## src/rtl/grid_step_ctrl.sv

```systemverilog
// grid_step_ctrl
//
// Sequential move controller for a 16x16 grid. A move command (axis,
// direction, 2-bit step) is accepted over a valid/ready handshake, the
// selected coordinate and the step are run through a 4-bit complement
// add/subtract stage, and the carry/borrow out of that stage decides whether
// the move stays on the grid. In-range moves are committed. Out-of-range
// moves are blocked, leaving the position unchanged.
//
// Each command takes three cycles: IDLE (accept), CALC (add), UPDATE (commit).
//
// Parameters:
//   START_X, START_Y : position loaded by reset (0..15)
//   CNT_W            : width of the saturating statistics counters (>= 2)
//
// Ports:
//   clk        in   clock, rising edge
//   reset      in   asynchronous active-high reset
//   cmd_valid  in   command present
//   cmd_ready  out  controller idle and able to accept (decoded from state)
//   cmd_dir    in   00 +x, 01 -x, 10 +y, 11 -y
//   cmd_step   in   step magnitude 0..3
//   pos_x      out  current x coordinate
//   pos_y      out  current y coordinate
//   done_valid out  one-cycle pulse when a command completes
//   blocked    out  with done_valid: 1 = move rejected, position unchanged
//   move_cnt   out  completed commands, saturating
//   block_cnt  out  blocked commands, saturating
//
// Build option:
//   GRID_WRAP_EN : when defined, out-of-range moves wrap modulo 16 instead of
//                  being blocked. blocked stays 0 and block_cnt stays 0.

module grid_step_ctrl #(
  parameter int START_X = 0,
  parameter int START_Y = 0,
  parameter int CNT_W   = 8
) (
  input  logic             clk,
  input  logic             reset,
  input  logic             cmd_valid,
  output logic             cmd_ready,
  input  logic [1:0]       cmd_dir,
  input  logic [1:0]       cmd_step,
  output logic [3:0]       pos_x,
  output logic [3:0]       pos_y,
  output logic             done_valid,
  output logic             blocked,
  output logic [CNT_W-1:0] move_cnt,
  output logic [CNT_W-1:0] block_cnt
);

  typedef enum logic [1:0] {
    IDLE   = 2'd0,
    CALC   = 2'd1,
    UPDATE = 2'd2
  } state_e;

  localparam logic [3:0]       START_X_L = START_X[3:0];
  localparam logic [3:0]       START_Y_L = START_Y[3:0];
  localparam logic [CNT_W-1:0] CNT_ONE   = {{(CNT_W-1){1'b0}}, 1'b1};
  localparam logic [CNT_W-1:0] CNT_MAX   = {CNT_W{1'b1}};

  state_e           state_q, state_d;
  logic [1:0]       dir_q;
  logic [1:0]       step_q;
  logic [3:0]       sum_q;
  logic             last_q;
  logic [3:0]       pos_x_q, pos_y_q;
  logic             done_q, blocked_q;
  logic [CNT_W-1:0] move_cnt_q, block_cnt_q;

  // Adder stage operands.
  logic [3:0] add_pos;
  logic       add_op;
  logic [3:0] add_b;
  logic [4:0] add_res;
  logic       commit;

  // ---------------------------------------------------------------------------
  // FSM
  // ---------------------------------------------------------------------------
  always_ff @(posedge clk or posedge reset) begin
    if (reset) begin
      state_q <= IDLE;
    end else begin
      state_q <= state_d;
    end
  end

  always_comb begin
    state_d   = state_q;
    cmd_ready = 1'b0;
    case (state_q)
      IDLE: begin
        cmd_ready = 1'b1;
        if (cmd_valid) begin
          state_d = CALC;
        end
      end
      CALC:    state_d = UPDATE;
      UPDATE:  state_d = IDLE;
      default: state_d = IDLE;
    endcase
  end

  // ---------------------------------------------------------------------------
  // Complement add/subtract stage.
  // Subtraction is pos + ~step + 1. The carry out of bit 3 is therefore
  // "no borrow" when subtracting and "overflow" when adding.
  // ---------------------------------------------------------------------------
  assign add_pos = dir_q[1] ? pos_y_q : pos_x_q;
  assign add_op  = dir_q[0];
  assign add_b   = add_op ? ~{2'b00, step_q} : {2'b00, step_q};
  assign add_res = {1'b0, add_pos} + {1'b0, add_b} + {4'b0000, add_op};

`ifdef GRID_WRAP_EN
  // The 4-bit sum is already the coordinate modulo 16.
  assign commit = 1'b1;
`else
  // In range: an add must not carry out, and a subtract must carry out
  // (no borrow).
  assign commit = add_op ? last_q : ~last_q;
`endif

  // ---------------------------------------------------------------------------
  // Datapath, position and statistics
  // ---------------------------------------------------------------------------
  always_ff @(posedge clk or posedge reset) begin
    if (reset) begin
      dir_q       <= 2'b00;
      step_q      <= 2'b00;
      sum_q       <= 4'h0;
      last_q      <= 1'b0;
      pos_x_q     <= START_X_L;
      pos_y_q     <= START_Y_L;
      done_q      <= 1'b0;
      blocked_q   <= 1'b0;
      move_cnt_q  <= '0;
      block_cnt_q <= '0;
    end else begin
      // done/blocked are single-cycle, so both default low.
      done_q    <= 1'b0;
      blocked_q <= 1'b0;
      case (state_q)
        IDLE: begin
          if (cmd_valid) begin
            dir_q  <= cmd_dir;
            step_q <= cmd_step;
          end
        end
        CALC: begin
          sum_q  <= add_res[3:0];
          last_q <= add_res[4];
        end
        UPDATE: begin
          done_q    <= 1'b1;
          blocked_q <= ~commit;
          if (commit) begin
            if (dir_q[1]) begin
              pos_y_q <= sum_q;
            end else begin
              pos_x_q <= sum_q;
            end
          end
          if (move_cnt_q != CNT_MAX) begin
            move_cnt_q <= move_cnt_q + CNT_ONE;
          end
          if (!commit && (block_cnt_q != CNT_MAX)) begin
            block_cnt_q <= block_cnt_q + CNT_ONE;
          end
        end
        default: ;
      endcase
    end
  end

  assign pos_x      = pos_x_q;
  assign pos_y      = pos_y_q;
  assign done_valid = done_q;
  assign blocked    = blocked_q;
  assign move_cnt   = move_cnt_q;
  assign block_cnt  = block_cnt_q;

endmodule

```

## config.mk

```make
export PLATFORM = sky130hd
export DESIGN_NAME = grid_step_ctrl
export DESIGN_NICKNAME = d
export VERILOG_FILES = /design/src/rtl/grid_step_ctrl.sv
export SDC_FILE = /design/constraint.sdc
export NUM_CORES = 1
export LEC_CHECK = 0
export ABC_AREA = 1
export ABC_CLOCK_PERIOD_IN_PS = 1750
export CAP_MARGIN = 40
export CORE_UTILIZATION = 46
export CTS_CLUSTER_SIZE = 28
export DETAILED_ROUTE_END_ITERATION = 8
export PLACE_DENSITY = 0.85
export SYNTH_ARGS = -nofsm -noshare
export SYNTH_HDL_FRONTEND = slang
export SYNTH_SLANG_ARGS = --single-unit
```

## constraint.sdc

```tcl
create_clock -name clk -period 1.75 [get_ports clk]
set_input_delay 0.35 -clock clk [delete_from_list [all_inputs] [get_ports clk]]
set_output_delay 0.35 -clock clk [all_outputs]
set_load 0.02 [all_outputs]
```

======== Word-level counts from Yosys, hierarchy flattened ========
Cells that the tools add are included.
storage, ports and cells
  output and inout bits ................... 27
  register bits after elaboration ......... 37
  word-level logic and storage cells ...... 40
cells by class
  reductions and logical operators ........ 8
  muxes and demuxes ....................... 8
  add/sub/neg operators ................... 4
  bitwise gates (word level) .............. 4
  equality and inequality tests ........... 5
operators by type and width
  kind                                                              count
  8-bit by 1-bit adder with 8-bit output (second input constant)    2
  8-bit inequality test (second input constant)                     2
  4-bit two-way mux                                                 2
  2-bit AND reduction                                               3
  3-bit AND reduction                                               2
  4-bit by 4-bit adder with 5-bit output                            1
  5-bit by 1-bit adder with 5-bit output                            1
  1-bit two-way mux                                                 4
  2-bit inverter with 4-bit output                                  1
  2-bit case mux with 2 select lines                                1
  1-bit inverter                                                    3
  2-bit by 1-bit == test with 1-bit output (second input constant)  1
  2-bit == test (second input constant)                             1
  2-bit zero test                                                   1
  2-bit two-way mux                                                 1
  2-bit inequality test (second input constant)                     1
  1-bit logical AND                                                 1
  1-bit zero test                                                   1

======== Depth between registers and ports, before layout ========
  depth after elaboration ................. 5
  depth in mapped cells ................... 12
  depth with buffers taken out ............ 12

======== Least setup slack after synthesis ========
No wires, ideal clock.
  path kind ............................... register -> register
  from .................................... reg pos_y_q[1] (netlist: pos_y[1])
  to ...................................... reg sum_q[3]
  stages on the path, launching flop included .. 11
  required time ........................... 1.633 ns
  clock period less this slack ............ 1.701 ns
  path slack .............................. 0.049 ns
  path buffers ............................ 0
  arrival time ............................ 1.583 ns
  cell sequence ........................... dfrtp_1 -> or2_2 -> o21ai_0 -> inv_1 -> ha_1 -> nand2_1 -> inv_1 -> nand3_1 -> nand3_1 -> nand3_1 -> nand2_1
on the way
  longest elaborated chain between the ends .. 3
ends and longest elaborated chain
  item                                    line  source
  from (decl)                             69    logic [3:0] pos_x_q, pos_y_q;
  from (signal assigned)                  161   pos_y_q <= sum_q;
  4-bit two-way mux                       112   assign add_pos = dir_q[1] ? pos_y_q : pos_x_q;
  4-bit by 4-bit adder with 5-bit output  115   assign add_res = {1'b0, add_pos} + {1'b0, add_b} + {4'b0000, add_op};
  5-bit by 1-bit adder with 5-bit output  115
  to (signal assigned)                    153   sum_q <= add_res[3:0];
  to (decl)                               67    logic [3:0] sum_q;
No other way between the ends.
A chain may end at the register's enable or synchronous reset.

======== Worst setup path after layout ========
  from .................................... reg block_cnt_q[0] (netlist: block_cnt[0])
  to ...................................... out block_cnt[0]
RTL lines
  item                    line  source
  from (decl)             71    logic [CNT_W-1:0] move_cnt_q, block_cnt_q;
  from (signal assigned)  170   block_cnt_q <= block_cnt_q + CNT_ONE;
  to (decl)               50    output logic [CNT_W-1:0] block_cnt
No word-level cell between the ends.

==> metrics.yaml <==
outcome:
  run_status: "completed"
logic_synthesis:
  ys_warn_count: 0
  synth_cell_types: 23
  synth.cell_area_um2: 1830
  ys_seq_area_share_pct: 50.7
  synth-seq-cells: 37
  avgSynthCellArea_um2: 8.34
  syn-instance-count: 219
  syn_nets: 232
sta:
  setup_violations: 0
  slew_headroom_pct: 66.6
  hold_violations: 0
  fin_crit_ps: 1700
  finalCritPeriodShare_pct: 97.4
  rsz0062_at_grt: "true"
  fmax_ghz: 0.587
  tightestPinTransition_ps: 498
  skew_ps: 4.97
  slew_violations: 0
layout:
  utilization_pct: 63.8
  fin_area_um2: 2390
  fill_cells: 340
  fin_nets: 278
  drive_above_1_share_pct: 10.2
  area_growth_pct: 30.7
  finalNonFillerCells: 314
  antenna_cells: 0
global_route:
  overflow: 0
  antenna_found_initial: 0
  track_usage_pct: 20.2
  grt_max_degree: 38
  grt_pass1_vias: 1395
  grt_pass1_wl_mm: 6.32
routing:
  vias_per_cell: 4.89
  routedWlPerCell_um: 11.7
  drtIter0Drc: 108
  drc: 0
  firstDrtPassIters: 4
  detailroute.via_count: 1535
  ant_nets: 0
  drt_wl_total_mm: 3.67
placement:
  io_buffers: 33
  finalWeightedCongestion: 0.851
  hpwlAfterDp_mm: 2.73
  dpl.cell_count: 306
  post_dp_cell_area_um2: 2280
die:
  core_area_um2: 3740
  die_w_um: 65.0
  core.rowCount: 22
  dieArea_um2: 4230
  die_y_um: 65.0
  io_pins: 34
  initial_core_util_pct: 48.8
setup_path:
  cp-end-kind: "primary output"
  crit_path_start_kind: "register"
  r2r-end: "sum_q[3]$_DFFE_PP0N_"
  crit_buf_inv: 1
  path_cells: "clkdlybuf4s50_1"
  crit_family: "buffers and inverters"
  critPathRequiredTime_ps: 1400
  max_stage_delay_ps: 630
  reg2reg_depth: 11
  crit_type: "register to primary output"
  critPathMaxFanout: 5
  cp.arrival_ps: 1350
  reg2reg_from: "dir_q[1]$_DFFE_PP0P_"
  rrSetupSlack_ps: 90
  slowest_stage: "clkdlybuf4s50_1"
cts:
  postCtsSetupBuffers: 0
  cts_num_sinks: 37
  clk_latency_ps: 300
  htreeDepth: 2
  cts_root_buf: "clkbuf_8"
  numCtsBuffers: 5
  clk_path_buf_depth: 2
  clkTransAtPathRegs_ps: 70
  cts_tree: "built"
worst_hold_path:
  hold_class: "primary input to async pin"
job:
  maxCapViolations: 0
power:
  p_leak_nw: 1.27
  power-per-cell-area_nw_per_um2: 1490
  ir_worst_vdd_mv: 0.738
[flip-flops by register name (all words and copies together), names as in the netlist]
register and count:
block_cnt 8, move_cnt 8, pos_x 4, pos_y 4, sum_q 4, dir_q 2, state_q 2, step_q 2
blocked 1, done_valid 1, last_q 1
[Yosys cell counts]
| cell type | number | share of area (%) |
|---|---|---|
| dfrtp_1 | 37 | 51 |
| nand2_2 | 2 | 0.68 |
| o21ai_2 | 1 | 0.48 |
| o21ai_0 | 16 | 4.4 |
| nor2_1 | 12 | 2.5 |
| ha_1 | 5 | 3.4 |
| a21oi_1 | 3 | 0.82 |
| fa_1 | 1 | 1.1 |
| nand4_1 | 2 | 0.68 |
| inv_2 | 1 | 0.21 |
| inv_1 | 22 | 4.5 |
| nor2_2 | 1 | 0.34 |
| or2_2 | 2 | 0.68 |
| nand2_1 | 86 | 18 |
| nor2_4 | 1 | 0.62 |
| xnor2_1 | 9 | 4.3 |
| nor3_1 | 1 | 0.27 |
| buf_2 | 1 | 0.27 |
| a31oi_1 | 1 | 0.34 |
| o21ai_4 | 1 | 0.89 |
| xor2_1 | 5 | 2.4 |
| nand3b_1 | 2 | 0.82 |
| nand3_1 | 7 | 1.9 |
[per-layer routing]
metal	global-route usage [%]	vias to the layer above	share of wire, %
li1	-	774	-
met1	25.7	723	46
met2	32.6	31	48
met3	4.75	7	3.6
met4	8.97	0	2.0
met5	0	-	0
[cell families after synthesis]
logic type	count (synthesis)	synth area share [%]
xor gates and xnor gates	14	6.71
and+or+nand+nor	116	26.2
buffers and inverters	24	5.00
adders and majority gates	6	4.52
DFF	37	50.7
AOI/OAI and AO/OA	22	6.92
[final cells by class]
cell class	instances	area [µm²]	area share, %
clock buffers	6	72.6	3.04
clock inverters	2	10.0	0.419
inverters	23	86.3	3.62
multi-input cells	158	831	34.8
flip-flops and latches	37	927	38.8
well taps	48	60.1	2.52
repair buffers	40	400	16.8
[through the flow]
| step | hold slack, ps | total power [W] | setup slack (ps) | setup TNS, ps |
|---|---|---|---|---|
| after floorplan | 449 | 0.00231 | 49.2 | 0 |
| after global placement | 470 | 0.00290 | 72.3 | 0 |
| after detailed placement | 474 | 0.00297 | -48.3 | -48.3 |
| after CTS | 431 | 0.00354 | 10.7 | 0 |
| after global routing | 443 | 0.00383 | -13.6 | -23.2 |
| final | 418 | 0.00356 | 45.9 | 0 |
[where the power goes]
part / switching, W / internal, W
Combinational: 0.000874 / 0.000700
Sequential: 0.000272 / 0.00113
Clock: 0.000312 / 0.000276
[cell usage in the layout (no fill, tap or decap), types with 2 or more instances in the layout]
cell type	Yosys	routed
dfrtp_1	37	36
nand3b_1	2	2
clkdlybuf4s50_1	0	25
clkinv_2	0	2
or2_2	2	2
nor2_1	12	11
clkbuf_8	0	5
a21oi_1	3	3
buf_4	0	6
xor2_1	5	4
inv_1	22	22
o21ai_0	16	15
nor2_2	1	2
o21ai_4	1	2
nand2_2	2	2
ha_1	5	5
xnor2_1	9	9
nand4_1	2	2
dlygate4sd2_1	0	4
nand3_1	7	7
dlymetal6s2s_1	0	4
nand2_1	86	86
[how the worst max path moves through the flow]
stage                             start                    to  slack (ps)  cells after the start
3_3_place_gp       dir_q[1]$_DFFE_PP0P_  sum_q[3]$_DFFE_PP0N_          70                     11
2_1_floorplan      pos_y[1]$_DFFE_PP0P_  sum_q[3]$_DFFE_PP0N_          50                     10
6_report       block_cnt[0]$_DFFE_PP0P_          block_cnt[0]          50                      1
4_1_cts            dir_q[1]$_DFFE_PP0P_  sum_q[3]$_DFFE_PP0N_          10                     11
5_1_grt            dir_q[1]$_DFFE_PP0P_  sum_q[3]$_DFFE_PP0N_         -10                     12
3_5_place_dp       dir_q[1]$_DFFE_PP0P_  sum_q[3]$_DFFE_PP0N_         -50                     10
[timing repair]
action                                  CTS  global route
endpoints found under the setup margin    5             7
cloned                                    0             0
gates resized for setup                   5             9
hold buffers                              0             0
Note: power is estimated with default switching activity, not from simulation.
